--- src/rtl/uart_tx_fifo_bus.sv ---
// uart_tx_fifo_bus: buffered 8N1 UART transmitter behind an XT_BUS-style
// register slave, all on hb_clk.
// Bytes written to offset 28 are queued in a circular TX FIFO and sent
// back-to-back at a programmable bit period (offset 24).
// Optional transmit-complete interrupt: define UART_TX_IRQ_EN to build it in;
// otherwise tx_irq is tied low.
// The bus structure fields are flattened into plain ports (xt_hb_*, sel_*).

module uart_tx_fifo_bus #(
    parameter int          FIFO_DEPTH  = 8,
    parameter logic [15:0] DEFAULT_DIV = 16'd868
) (
    input  logic        hb_clk,
    input  logic        hb_rst_n,
    input  logic [31:0] xt_hb_waddr,
    input  logic [31:0] xt_hb_raddr,
    input  logic [31:0] xt_hb_wdata,
    input  logic        sel_wen,
    input  logic        sel_ren,
    output logic [31:0] rdata,
    output logic        tx_irq,
    output logic        uart_tx
);

    localparam int PW = $clog2(FIFO_DEPTH);
    localparam int CW = PW + 1;

    typedef enum logic [1:0] {IDLE, START, DATA, STOP} state_t;

    state_t        state_q;
    state_t        state_d;

    logic [7:0]    mem [FIFO_DEPTH];
    logic [PW-1:0] wr_ptr;
    logic [PW-1:0] rd_ptr;
    logic [CW-1:0] count;
    logic          fifo_empty;
    logic          fifo_full;
    logic          overflow;

    logic [15:0]   div;
    logic [15:0]   eff_div;
    logic [15:0]   shadow_div;
    logic [15:0]   bcnt;
    logic [7:0]    shreg;
    logic [2:0]    bidx;
    logic          bit_end;

    logic          push_req;
    logic          push_ok;
    logic          overflow_set;
    logic          pop;
    logic          div_wr;
    logic          status_rd;
    logic          tx_bit;
    logic          busy;
    logic          tx_done;
    logic [31:0]   status;
    logic          unused_bits;

    assign unused_bits  = ^{xt_hb_waddr[31:5], xt_hb_raddr[31:5], xt_hb_wdata[31:16]};

    assign fifo_empty   = (count == '0);
    assign fifo_full    = (count == CW'(FIFO_DEPTH));
    assign busy         = (state_q != IDLE);
    assign tx_done      = fifo_empty && !busy;
    assign bit_end      = (bcnt == 16'd0);
    assign eff_div      = (div < 16'd2) ? 16'd2 : div;

    // A push into a full FIFO is still accepted when the FSM pops that same cycle.
    assign push_req     = sel_wen && (xt_hb_waddr[4:0] == 5'd28);
    assign push_ok      = push_req && (!fifo_full || pop);
    assign overflow_set = push_req && fifo_full && !pop;
    assign div_wr       = sel_wen && (xt_hb_waddr[4:0] == 5'd24);
    assign status_rd    = sel_ren && (xt_hb_raddr[4:0] != 5'd24);
    assign status       = {27'b0, overflow, fifo_full, fifo_empty, busy, tx_done};

    // FIFO storage; contents need no reset since the pointers define validity.
    always_ff @(posedge hb_clk) begin
        if (push_ok) begin
            mem[wr_ptr] <= xt_hb_wdata[7:0];
        end
    end

    // FIFO pointers and occupancy; a simultaneous push and pop keeps the count.
    always_ff @(posedge hb_clk or negedge hb_rst_n) begin
        if (!hb_rst_n) begin
            wr_ptr <= '0;
            rd_ptr <= '0;
            count  <= '0;
        end else begin
            if (push_ok) begin
                wr_ptr <= wr_ptr + PW'(1);
            end
            if (pop) begin
                rd_ptr <= rd_ptr + PW'(1);
            end
            case ({push_ok, pop})
                2'b10:   count <= count + CW'(1);
                2'b01:   count <= count - CW'(1);
                default: count <= count;
            endcase
        end
    end

    // Sticky overflow; a dropped push in the same cycle as a status read wins.
    always_ff @(posedge hb_clk or negedge hb_rst_n) begin
        if (!hb_rst_n) begin
            overflow <= 1'b0;
        end else if (overflow_set) begin
            overflow <= 1'b1;
        end else if (status_rd) begin
            overflow <= 1'b0;
        end
    end

    // Programmable bit period register.
    always_ff @(posedge hb_clk or negedge hb_rst_n) begin
        if (!hb_rst_n) begin
            div <= DEFAULT_DIV;
        end else if (div_wr) begin
            div <= xt_hb_wdata[15:0];
        end
    end

    // Registered read data; holds its value between reads.
    always_ff @(posedge hb_clk or negedge hb_rst_n) begin
        if (!hb_rst_n) begin
            rdata <= 32'd0;
        end else if (sel_ren) begin
            rdata <= (xt_hb_raddr[4:0] == 5'd24) ? {16'b0, div} : status;
        end
    end

    // FSM state register.
    always_ff @(posedge hb_clk or negedge hb_rst_n) begin
        if (!hb_rst_n) begin
            state_q <= IDLE;
        end else begin
            state_q <= state_d;
        end
    end

    // FSM next-state logic; STOP chains straight into START when data is waiting.
    always_comb begin
        state_d = state_q;
        case (state_q)
            IDLE:    if (!fifo_empty) state_d = START;
            START:   if (bit_end) state_d = DATA;
            DATA:    if (bit_end && (bidx == 3'd7)) state_d = STOP;
            STOP:    if (bit_end) state_d = fifo_empty ? IDLE : START;
            default: state_d = IDLE;
        endcase
    end

    // FSM outputs: FIFO pop strobe and the line level for the current bit.
    always_comb begin
        pop    = 1'b0;
        tx_bit = 1'b1;
        case (state_q)
            IDLE:    pop = !fifo_empty;
            START:   tx_bit = 1'b0;
            DATA:    tx_bit = shreg[0];
            STOP:    pop = bit_end && !fifo_empty;
            default: tx_bit = 1'b1;
        endcase
    end

    // Bit timing and shift datapath; the divisor is frozen for the whole frame.
    always_ff @(posedge hb_clk or negedge hb_rst_n) begin
        if (!hb_rst_n) begin
            bcnt       <= 16'd0;
            shadow_div <= 16'd2;
            shreg      <= 8'd0;
            bidx       <= 3'd0;
        end else if (pop) begin
            shreg      <= mem[rd_ptr];
            shadow_div <= eff_div;
            bcnt       <= eff_div - 16'd1;
            bidx       <= 3'd0;
        end else if (state_q != IDLE) begin
            if (bit_end) begin
                bcnt <= shadow_div - 16'd1;
                if (state_q == DATA) begin
                    shreg <= shreg >> 1;
                    bidx  <= bidx + 3'd1;
                end
            end else begin
                bcnt <= bcnt - 16'd1;
            end
        end
    end

    // Serial line comes straight from a flop so it cannot glitch.
    always_ff @(posedge hb_clk or negedge hb_rst_n) begin
        if (!hb_rst_n) begin
            uart_tx <= 1'b1;
        end else begin
            uart_tx <= tx_bit;
        end
    end

`ifdef UART_TX_IRQ_EN
    logic irq_arm;

    // Arm on any accepted push; disarm once software reads status while the irq is up.
    always_ff @(posedge hb_clk or negedge hb_rst_n) begin
        if (!hb_rst_n) begin
            irq_arm <= 1'b0;
        end else if (push_ok) begin
            irq_arm <= 1'b1;
        end else if (tx_irq && status_rd) begin
            irq_arm <= 1'b0;
        end
    end

    // Level interrupt, one cycle behind tx_done.
    always_ff @(posedge hb_clk or negedge hb_rst_n) begin
        if (!hb_rst_n) begin
            tx_irq <= 1'b0;
        end else begin
            tx_irq <= tx_done && irq_arm;
        end
    end
`else
    assign tx_irq = 1'b0;
`endif

endmodule

--- config.mk ---
export PLATFORM = sky130hd
export DESIGN_NAME = uart_tx_fifo_bus
export DESIGN_NICKNAME = d
export VERILOG_FILES = /design/src/rtl/uart_tx_fifo_bus.sv
export SDC_FILE = /design/constraint.sdc
export NUM_CORES = 1
export LEC_CHECK = 0
export CAP_MARGIN = 15
export CORE_MARGIN = 5
export CORE_UTILIZATION = 50
export DETAILED_ROUTE_END_ITERATION = 10
export GPL_TIMING_DRIVEN = 0
export MAX_ROUTING_LAYER = met4
export PLACE_DENSITY = 0.77
export SKIP_LAST_GASP = 1
export SLEW_MARGIN = 20
export SYNTH_ARGS = -nofsm -noshare
export SYNTH_HDL_FRONTEND = slang
export SYNTH_SLANG_ARGS = --single-unit
--- constraint.sdc ---
create_clock -name hb_clk -period 5.7 [get_ports hb_clk]
set_clock_uncertainty 0.2 [all_clocks]
set_input_delay 1.14 -clock hb_clk [delete_from_list [all_inputs] [get_ports hb_clk]]
set_output_delay 1.14 -clock hb_clk [all_outputs]
set_load 0.05 [all_outputs]
==> results of run 1 <==
worst paths after layout:
check | startpoint | endpoint | depth (start not counted)
min | shadow_div[9] | shadow_div[9] | 2
max in group asynchronous | hb_rst_n | div[5] | 2
min in group asynchronous | hb_rst_n | bcnt[8] | 1
max reg2reg | state_q[0] | bcnt[14] | 17
min reg2reg | shadow_div[9] | shadow_div[9] | 2
max | state_q[0] | bcnt[14] | 17
power groups by stage:
stage                     combinational, mW  clock (mW)  sequential [mW]
after global placement                 1.49           0             1.57
final                                  1.58        1.08             1.58
after CTS                              1.57        1.09             1.57
after global routing                   1.74        1.14             1.60
after floorplan                        1.14           0             1.56
after detailed placement               1.56           0             1.59
sequential cells by signal, summed over array words and instances (netlist names):
| name | cells |
|---|---|
| overflow | 1 |
| mem | 64 |
| rdata | 16 |
| bcnt | 16 |
| shreg | 8 |
| div | 16 |
| bidx | 3 |
| uart_tx | 1 |
| count | 4 |
| state_q | 2 |
| rd_ptr | 3 |
| wr_ptr | 3 |
| shadow_div | 16 |
worst reg2reg max path, stage by stage (launching register included):
cell and delay (ns):
dfrtp_1 0.42, inv_1 0.11, ha_1 0.20, clkbuf_1 0.24
inv_1 0.22, nor3_1 0.09, clkbuf_1 0.27, nor2_1 0.52
clkbuf_1 0.54, buf_1 0.54, o2bb2ai_1 0.21, ha_1 0.26
nand2_1 0.07, or4_4 0.43, a221oi_2 0.42, nand4b_1 0.19
xnor2_1 0.18, o21ai_1 0.08
logic make-up after synthesis:
group | synth area share (%)
flops | 57.27
simple gates | 13.34
fa+ha+maj | 2.344
other cells | 0.05166
buf+inv | 4.171
mux | 10.29
xor+xnor | 2.654
compound gates | 9.876
synthesized netlist by cell type (3+ instances only):
| master | n |
|---|---|
| dfrtp_1 | 82 |
| nand2_1 | 78 |
| edfxtp_1 | 64 |
| nor2_1 | 47 |
| o21ai_0 | 32 |
| a21oi_1 | 31 |
| mux2_2 | 21 |
| inv_1 | 20 |
| xnor2_1 | 18 |
| buf_4 | 17 |
| clkbuf_1 | 17 |
| mux4_2 | 16 |
| mux2i_1 | 15 |
| nand3_1 | 15 |
| nor3_1 | 14 |
| ha_1 | 12 |
| a211oi_1 | 8 |
| a21o_1 | 8 |
| nor2b_1 | 8 |
| buf_1 | 7 |
| dfstp_2 | 7 |
| nor4_1 | 7 |
| or3_1 | 6 |
| o21ai_1 | 5 |
| o31ai_1 | 5 |
| nor3b_1 | 4 |
| xor2_1 | 4 |
| nand4_1 | 3 |
| o211ai_1 | 3 |
routing by layer:
layer	track usage (%)	wire length [um]
met1	27.66	7024
met2	33.41	8214
met3	5.447	1204
met4	9.377	425
met5	-	0
metrics by stage:
stage               utilization [%]  total power, mW
floorplan                         -            2.707
global placement              55.75            3.060
detailed placement            56.16            3.151
CTS                           60.15            4.231
global route                  60.15            4.485
finish                        60.15            4.241
area by class of cell:
cell class	instances	area, um^2
fillers	1102	5725
flip-flops and latches	153	4158
multi-input cells	414	2895
repair buffers	48	483.0
clock buffers	20	456.7
well taps	184	230.2
plain buffers	43	227.7
clock inverters	12	117.6
inverters	20	75.07
==> summary.txt, run 1 <==
status: finished clean
routed vias: 5,111
Post-synth EDFFs: 64
worst hold slack: 0.2760 ns
Syn Inst Count: 614
Flop pwr share: 37.3%
CP Buf/Inv Count: 6
maxcap violations: 0
1st-iter DRT viols: 430
diode count: 0
CP dominant cell by count: clkbuf_1
worst relative slew slack: 44.07%
commonest cells after routing, fill and taps aside: dfrtp_1, nand2_1, edfxtp_1
FP Rows: 44
Worst EP arrival: 5.40 ns
Setup Fix Bufs, Post-CTS: 0
port buffer count: 46
Final ANT Viol Nets: 0
min Tclk post-route: 5.311 ns
Clock power frac: 25.6%
crit-path max cell delay: 0.54 ns
Worst Setup Start Kind: register
top_reg_cell synth: dfrtp_1
P per Cell Area: 490.6 nW/um^2
DR pass1 iterations: 5
largest net degree at the start of global routing: 55
dpl hpwl: 11.97 mm
Final Wtd Congestion: 1.004
post-DR vias/cell: 5.717
Slew Viols, Final: 0
delay-heaviest family, CP: buffers and inverters
Layout Nets: 810
placeable core area: 14,370 um^2
Post-DP Area: 8069 um^2
die height: 130.5 um
CTS resizes: 0
Finished Layout Cells: 894
final setup fails: 0
Final Cycle Share: 93.18%
area share of the largest cell type after synthesis: 28.27%
Layout area overhead: 19.06%
Synth Register Bits: 153
Pleak: 3.407 nW
most common cell after layout, fill and taps aside: dfrtp_1
number of global-route vias before repair: 5,211
DP Worst Slack: 0.5258 ns
critical-path cell list: inv_1, ha_1, clkbuf_1, inv_1, nor3_1, clkbuf_1, nor2_1, clkbuf_1, buf_1, o2bb2ai_1, ha_1, nand2_1, or4_4, a221oi_2, nand4b_1, xnor2_1, o21ai_1
Final WS setup: 0.3889 ns
Syn Area/Cell: 11.82 um^2
fraction of the yosys area taken by sequential cells: 57.27%
Hold-fix buffers, CTS: 0
combinational power share: 37.2%
WL/cell: 18.87 um
H-Tree Depth: 4
unrepaired setup endpoints after global routing: false
Post-route DRC: 0
FMAX: 188.3 MHz
clk_lat worst skew: 0.42 ns
layout cells sized above 1: 16.48%
NetSw: 1.614 mW
overall routed net length: 16.87 mm
TNS Setup: 0 ns
post-synthesis async set-or-reset flop share: 58.17%
synth warn: 0
Sw Share: 38.05%
Synth cell types: 61
critical path capture point type: register
WP data required: 5.79 ns
CP max stage cell: clkbuf_1
clock buffer count from CTS: 17
post-synthesis cell area: 7259 um^2
final hold vios: 0
R2R setup slack: 0.39 ns
IO Count: 134
crit-path max FO: 10
DIE AREA: 17,030 um^2
effective utilization at floorplan: 50.52%
Internal: 2.627 mW
Synth area leader: dfrtp_1
first-pass GRT wire length: 27.51 mm
CTS tree: built
clk slew on worst S/H paths: 0.06 ns
Synth area leaders: dfrtp_1, edfxtp_1, mux4_2, nand2_1, mux2_2
remaining global-route overflow: 0
CTS Root Cell: clkbuf_16
post-route design area: 8643 um^2
CTS max path bufs: 2
All-Layer GR Usage: 21.76%
HP Class: reg2reg
cell total after placement: 862
Max VDD drop: 0.2651 mV
Die X: 130.5 um
slew at the pin closest to its max-slew limit: 0.8359 ns
CTS Sinks: 153
WS Path Type: reg2reg
initial antenna violation count: 0
(Power assumes the default switching activity.)
==> run 2: changes to the inputs <==
--- a/config.mk
+++ b/config.mk
@@ -9,9 +9,10 @@
 export CORE_MARGIN = 5
 export CORE_UTILIZATION = 50
 export DETAILED_ROUTE_END_ITERATION = 10
+export DONT_BUFFER_PORTS = 1
 export GPL_TIMING_DRIVEN = 0
 export MAX_ROUTING_LAYER = met4
-export PLACE_DENSITY = 0.77
+export SKIP_CTS_REPAIR_TIMING = 1
 export SKIP_LAST_GASP = 1
 export SLEW_MARGIN = 20
 export SYNTH_ARGS = -nofsm -noshare
==> constraint.sdc (replaced) <==
create_clock -name hb_clk -period 5.68 [get_ports hb_clk]
set_clock_uncertainty 0.2 [all_clocks]
set_input_delay 1.136 -clock hb_clk [delete_from_list [all_inputs] [get_ports hb_clk]]
set_output_delay 1.136 -clock hb_clk [all_outputs]
set_load 0.05 [all_outputs]
==> summary.txt, run 2 (same netlist as run 1, synthesis figures left out) <==
status: finished clean
Pleak: 3.250 nW
Worst EP arrival: 5.36 ns
H-Tree Depth: 4
unrepaired setup endpoints after global routing: false
placeable core area: 14,370 um^2
final setup fails: 0
clock buffer count from CTS: 17
WS Path Type: reg2reg
port buffer count: 0
overall routed net length: 16.40 mm
cell total after placement: 815
WP data required: 5.79 ns
slew at the pin closest to its max-slew limit: 0.8358 ns
TNS Setup: 0 ns
commonest cells after routing, fill and taps aside: dfrtp_1, nand2_1, edfxtp_1
1st-iter DRT viols: 430
first-pass GRT wire length: 26.53 mm
Finished Layout Cells: 847
DIE AREA: 17,030 um^2
final hold vios: 0
DR pass1 iterations: 6
most common cell after layout, fill and taps aside: dfrtp_1
Worst Setup Start Kind: register
worst relative slew slack: 44.28%
diode count: 0
max FFs per register: 64
Met3 Wirelength: 908 um
maxcap violations: 0
CTS Root Cell: clkbuf_16
HP Class: in2async
Final Wtd Congestion: 0.9064
initial antenna violation count: 0
layout cells sized above 1: 17.80%
IO Count: 134
CTS max path bufs: 2
Storage cell area: 4158 um^2
die height: 130.5 um
P per Cell Area: 518.7 nW/um^2
CTS tree: built
Slew Viols, Final: 0
Filler cells: 1,200
CTS Sinks: 153
clk_lat worst skew: 0.43 ns
clk slew on worst S/H paths: 0.07 ns
Max VDD drop: 0.2815 mV
Layout Nets: 763
wire length on met1: 7.676 mm
Final Cycle Share: 92.52%
met2 routed WL: 7.580 mm
FP Rows: 44
Top reg by flops: mem
post-DR vias/cell: 5.643
highest routed layer: met4
All-Layer GR Usage: 21.24%
Layout area overhead: 13.31%
largest net degree at the start of global routing: 90
Post-route DRC: 0
effective utilization at floorplan: 50.52%
dpl hpwl: 11.52 mm
WL/cell: 19.37 um
remaining global-route overflow: 0
Die X: 130.5 um
crit-path max FO: 10
min Tclk post-route: 5.255 ns
Final ANT Viol Nets: 0
Final Power: 4.267 mW
number of global-route vias before repair: 4,944
routed vias: 4,780
area of the multi-input gates: 2898 um^2
FMAX: 190.3 MHz
critical path capture point type: register
[run 2: cell type report]
type	count	area share, %
buffer	43	2.768
tap	184	2.799
sequential	153	50.55
clock inverter	15	2.479
clock buffer	17	5.172
timing repair buffer	1	0.09127
multi-input combinational	414	35.23
inverter	20	0.9127
[run 2: through the flow]
stage	hold WS, ns	util (%)	setup slack (ns)	instance area (um^2)
CTS	0.1791	57.23	0.3378	8223
detailed placement	0.2609	52.85	0.3653	7594
global route	0.1727	57.24	0.02452	8225
finish	0.1984	57.24	0.4251	8225
floorplan	0.2391	-	1.676	7320
global placement	0.2531	52.54	0.4840	7550
[run 2: worst paths after layout]
kind / start / end / slack [ns] / cells after the start
max: state_q[0] / bcnt[14] / 0.43 / 18
min: hb_rst_n / bcnt[14] / 0.20 / 0
max reg2reg: state_q[0] / bcnt[14] / 0.43 / 18
min reg2reg: shadow_div[9] / shadow_div[9] / 0.27 / 2
max in group asynchronous: hb_rst_n / div[5] / 4.87 / 0
min in group hb_clk: shadow_div[9] / shadow_div[9] / 0.27 / 2
[run 2: power breakdown]
part	internal [mW]	switching, mW
logic	0.594	0.868
clock network	0.641	0.536
registers	1.37	0.255
total	2.61	1.66
[run 2: per-layer routing]
metal | track usage (%) | up-vias
li1 | - | 2260
met1 | 29.42 | 2343
met2 | 31.28 | 157
met3 | 5.488 | 20
met4 | 6.171 | 0
met5 | - | -
[run 2: critical path: stages, from the launching register on]
cell	delay, ns
dfrtp_1	0.43
inv_1	0.13
ha_1	0.15
clkbuf_1	0.39
inv_1	0.24
or3_1	0.39
clkbuf_1	0.25
nand2_1	0.17
buf_2	0.29
buf_1	0.48
nand2_1	0.15
o2bb2ai_1	0.20
ha_1	0.25
nand2_1	0.07
or4_4	0.43
a221oi_2	0.46
nand4b_1	0.18
xnor2_1	0.18
o21ai_1	0.07
==> run 3: changes to the inputs <==
--- a/config.mk
+++ b/config.mk
@@ -11,7 +11,7 @@
 export DETAILED_ROUTE_END_ITERATION = 10
 export DONT_BUFFER_PORTS = 1
 export GPL_TIMING_DRIVEN = 0
-export MAX_ROUTING_LAYER = met4
+export PLACE_DENSITY_LB_ADDON = 0.3
 export SKIP_CTS_REPAIR_TIMING = 1
 export SKIP_LAST_GASP = 1
 export SLEW_MARGIN = 20
==> summary.txt, run 3 (same netlist as run 1, synthesis figures left out) <==
status: finished clean
Layout Nets: 763
Slew Viols, Final: 0
delay-heaviest family, CP: buffers and inverters
worst hold slack: 0.2028 ns
Worst EP arrival: 5.25 ns
CP dominant cell by count: nand2_1
min Tclk post-route: 5.155 ns
CP max stage cell: buf_1
H-Tree Depth: 4
clk_lat worst skew: 0.42 ns
clock buffer count from CTS: 17
Layout area overhead: 12.77%
met2 routed WL: 7.728 mm
DP Worst Slack: 0.6071 ns
Die X: 130.5 um
Sw Share: 38.19%
max FFs per register: 64
worst relative slew slack: 47.11%
P per Cell Area: 513.9 nW/um^2
R2R setup slack: 0.52 ns
Met3 Wirelength: 1.060 mm
WL/cell: 19.13 um
Max VDD drop: 0.3141 mV
NetSw: 1.607 mW
Core Util, Final: 56.97%
number of global-route vias before repair: 4,899
Filler cells: 1,156
die height: 130.5 um
Pleak: 3.233 nW
CTS Sinks: 153
critical path capture point type: register
CP Buf/Inv Count: 6
Final Wtd Congestion: 0.9387
Reg-to-Reg Start: state_q[0]
dpl hpwl: 11.43 mm
DR pass1 iterations: 5
FP Rows: 44
placeable core area: 14,370 um^2
largest net degree at the start of global routing: 90
Worst Setup Start Kind: register
Final Power: 4.207 mW
Internal: 2.600 mW
overall routed net length: 16.20 mm
Final WS setup: 0.5248 ns
routed vias: 4,867
Final ANT Viol Nets: 0
CTS Root Cell: clkbuf_16
effective utilization at floorplan: 50.52%
wire length on met1: 7.056 mm
clk slew on worst S/H paths: 0.07 ns
commonest cells after routing, fill and taps aside: dfrtp_1, nand2_1, edfxtp_1
critical-path cell list: inv_1, ha_1, clkbuf_1, inv_1, or3_1, clkbuf_1, nand2_1, buf_2, buf_1, nand2_1, o2bb2ai_1, ha_1, nand2_1, or4_4, a221oi_2, nand4b_1, xnor2_1, o21ai_1
Final Cycle Share: 90.76%
slew at the pin closest to its max-slew limit: 0.7933 ns
Clock power frac: 26.7%
R2R cell count: 18
maxcap violations: 0
Top reg by flops: mem
1st-iter DRT viols: 294
CTS tree: built
unrepaired setup endpoints after global routing: false
highest routed layer: met4
most common cell after layout, fill and taps aside: dfrtp_1
HP Class: in2async
port buffer count: 0
WS Path Type: reg2reg
final hold vios: 0
FMAX: 194.0 MHz
CTS max path bufs: 2
post-DR vias/cell: 5.746
reg-to-reg endpoint: bcnt[14]
IO Count: 134
combinational power share: 34.5%
Flop pwr share: 38.8%
crit-path max cell delay: 0.47 ns
DIE AREA: 17,030 um^2
first-pass GRT wire length: 25.76 mm
final setup fails: 0
TNS Setup: 0 ns
crit-path max FO: 10
All-Layer GR Usage: 19.78%
initial antenna violation count: 0
diode count: 0
remaining global-route overflow: 0
Post-route DRC: 0
WP data required: 5.77 ns
layout cells sized above 1: 17.65%
==> run 3: changes by cell type in the layout (fill, tap and decap cells not counted), sizes merged <==
cell / delta
clkbuf: +1
clkinv: -1
clkinvlp: +1
inv: -1
==> run 3: power groups by stage <==
stage / logic [mW] / registers (mW) / clock network [mW]
3_3_place_gp: 1.39 / 1.63 / 0
5_1_grt: 1.60 / 1.66 / 1.19
6_report: 1.45 / 1.63 / 1.12
3_5_place_dp: 1.45 / 1.64 / 0
4_1_cts: 1.45 / 1.62 / 1.14
2_1_floorplan: 1.15 / 1.57 / 0
==> run 3: how the worst max path moves through the flow <==
stage	from	end	slack, ns	cells after the start
final	state_q[0]	bcnt[14]	0.52	18
after floorplan	state_q[0]	bcnt[14]	1.68	18
after global placement	state_q[0]	bcnt[14]	0.66	18
after CTS	state_q[0]	bcnt[14]	0.59	18
after detailed placement	state_q[0]	bcnt[14]	0.61	18
after global routing	state_q[0]	bcnt[12]	0.27	17
==> run 3: area by class of cell <==
class | instances | area, um^2 | area share [%]
Clock buffer | 18 | 439.2 | 5.365
Timing Repair Buffer | 1 | 5.005 | 0.06113
Sequential cell | 153 | 4158 | 50.79
Multi-Input combinational cell | 414 | 2895 | 35.37
Clock inverter | 14 | 156.4 | 1.910
Tap cell | 184 | 230.2 | 2.812
Inverter | 20 | 75.07 | 0.9170
Buffer | 43 | 227.7 | 2.782
==> run 3: layer usage <==
| layer | vias up | track usage [%] |
|---|---|---|
| li1 | 2255 | - |
| met1 | 2386 | 27.23 |
| met2 | 191 | 30.98 |
| met3 | 35 | 3.943 |
| met4 | 0 | 8.167 |
| met5 | - | 0 |
==> run 3: worst register-to-register path: stages, from the launching register on <==
cell and delay (ns):
dfrtp_1 0.43, inv_1 0.13, ha_1 0.16, clkbuf_1 0.37, inv_1 0.23, or3_1 0.38
clkbuf_1 0.25, nand2_1 0.17, buf_2 0.27, buf_1 0.48, nand2_1 0.16, o2bb2ai_1 0.20
ha_1 0.24, nand2_1 0.07, or4_4 0.43, a221oi_2 0.44, nand4b_1 0.18, xnor2_1 0.17
o21ai_1 0.07
==> run 3: metrics by stage <==
step | instances | area, um^2
6_report | 847 | 8187
5_1_grt | 847 | 8187
4_1_cts | 847 | 8187
3_5_place_dp | 815 | 7591
3_3_place_gp | 814 | 7550
2_1_floorplan | 630 | 7320
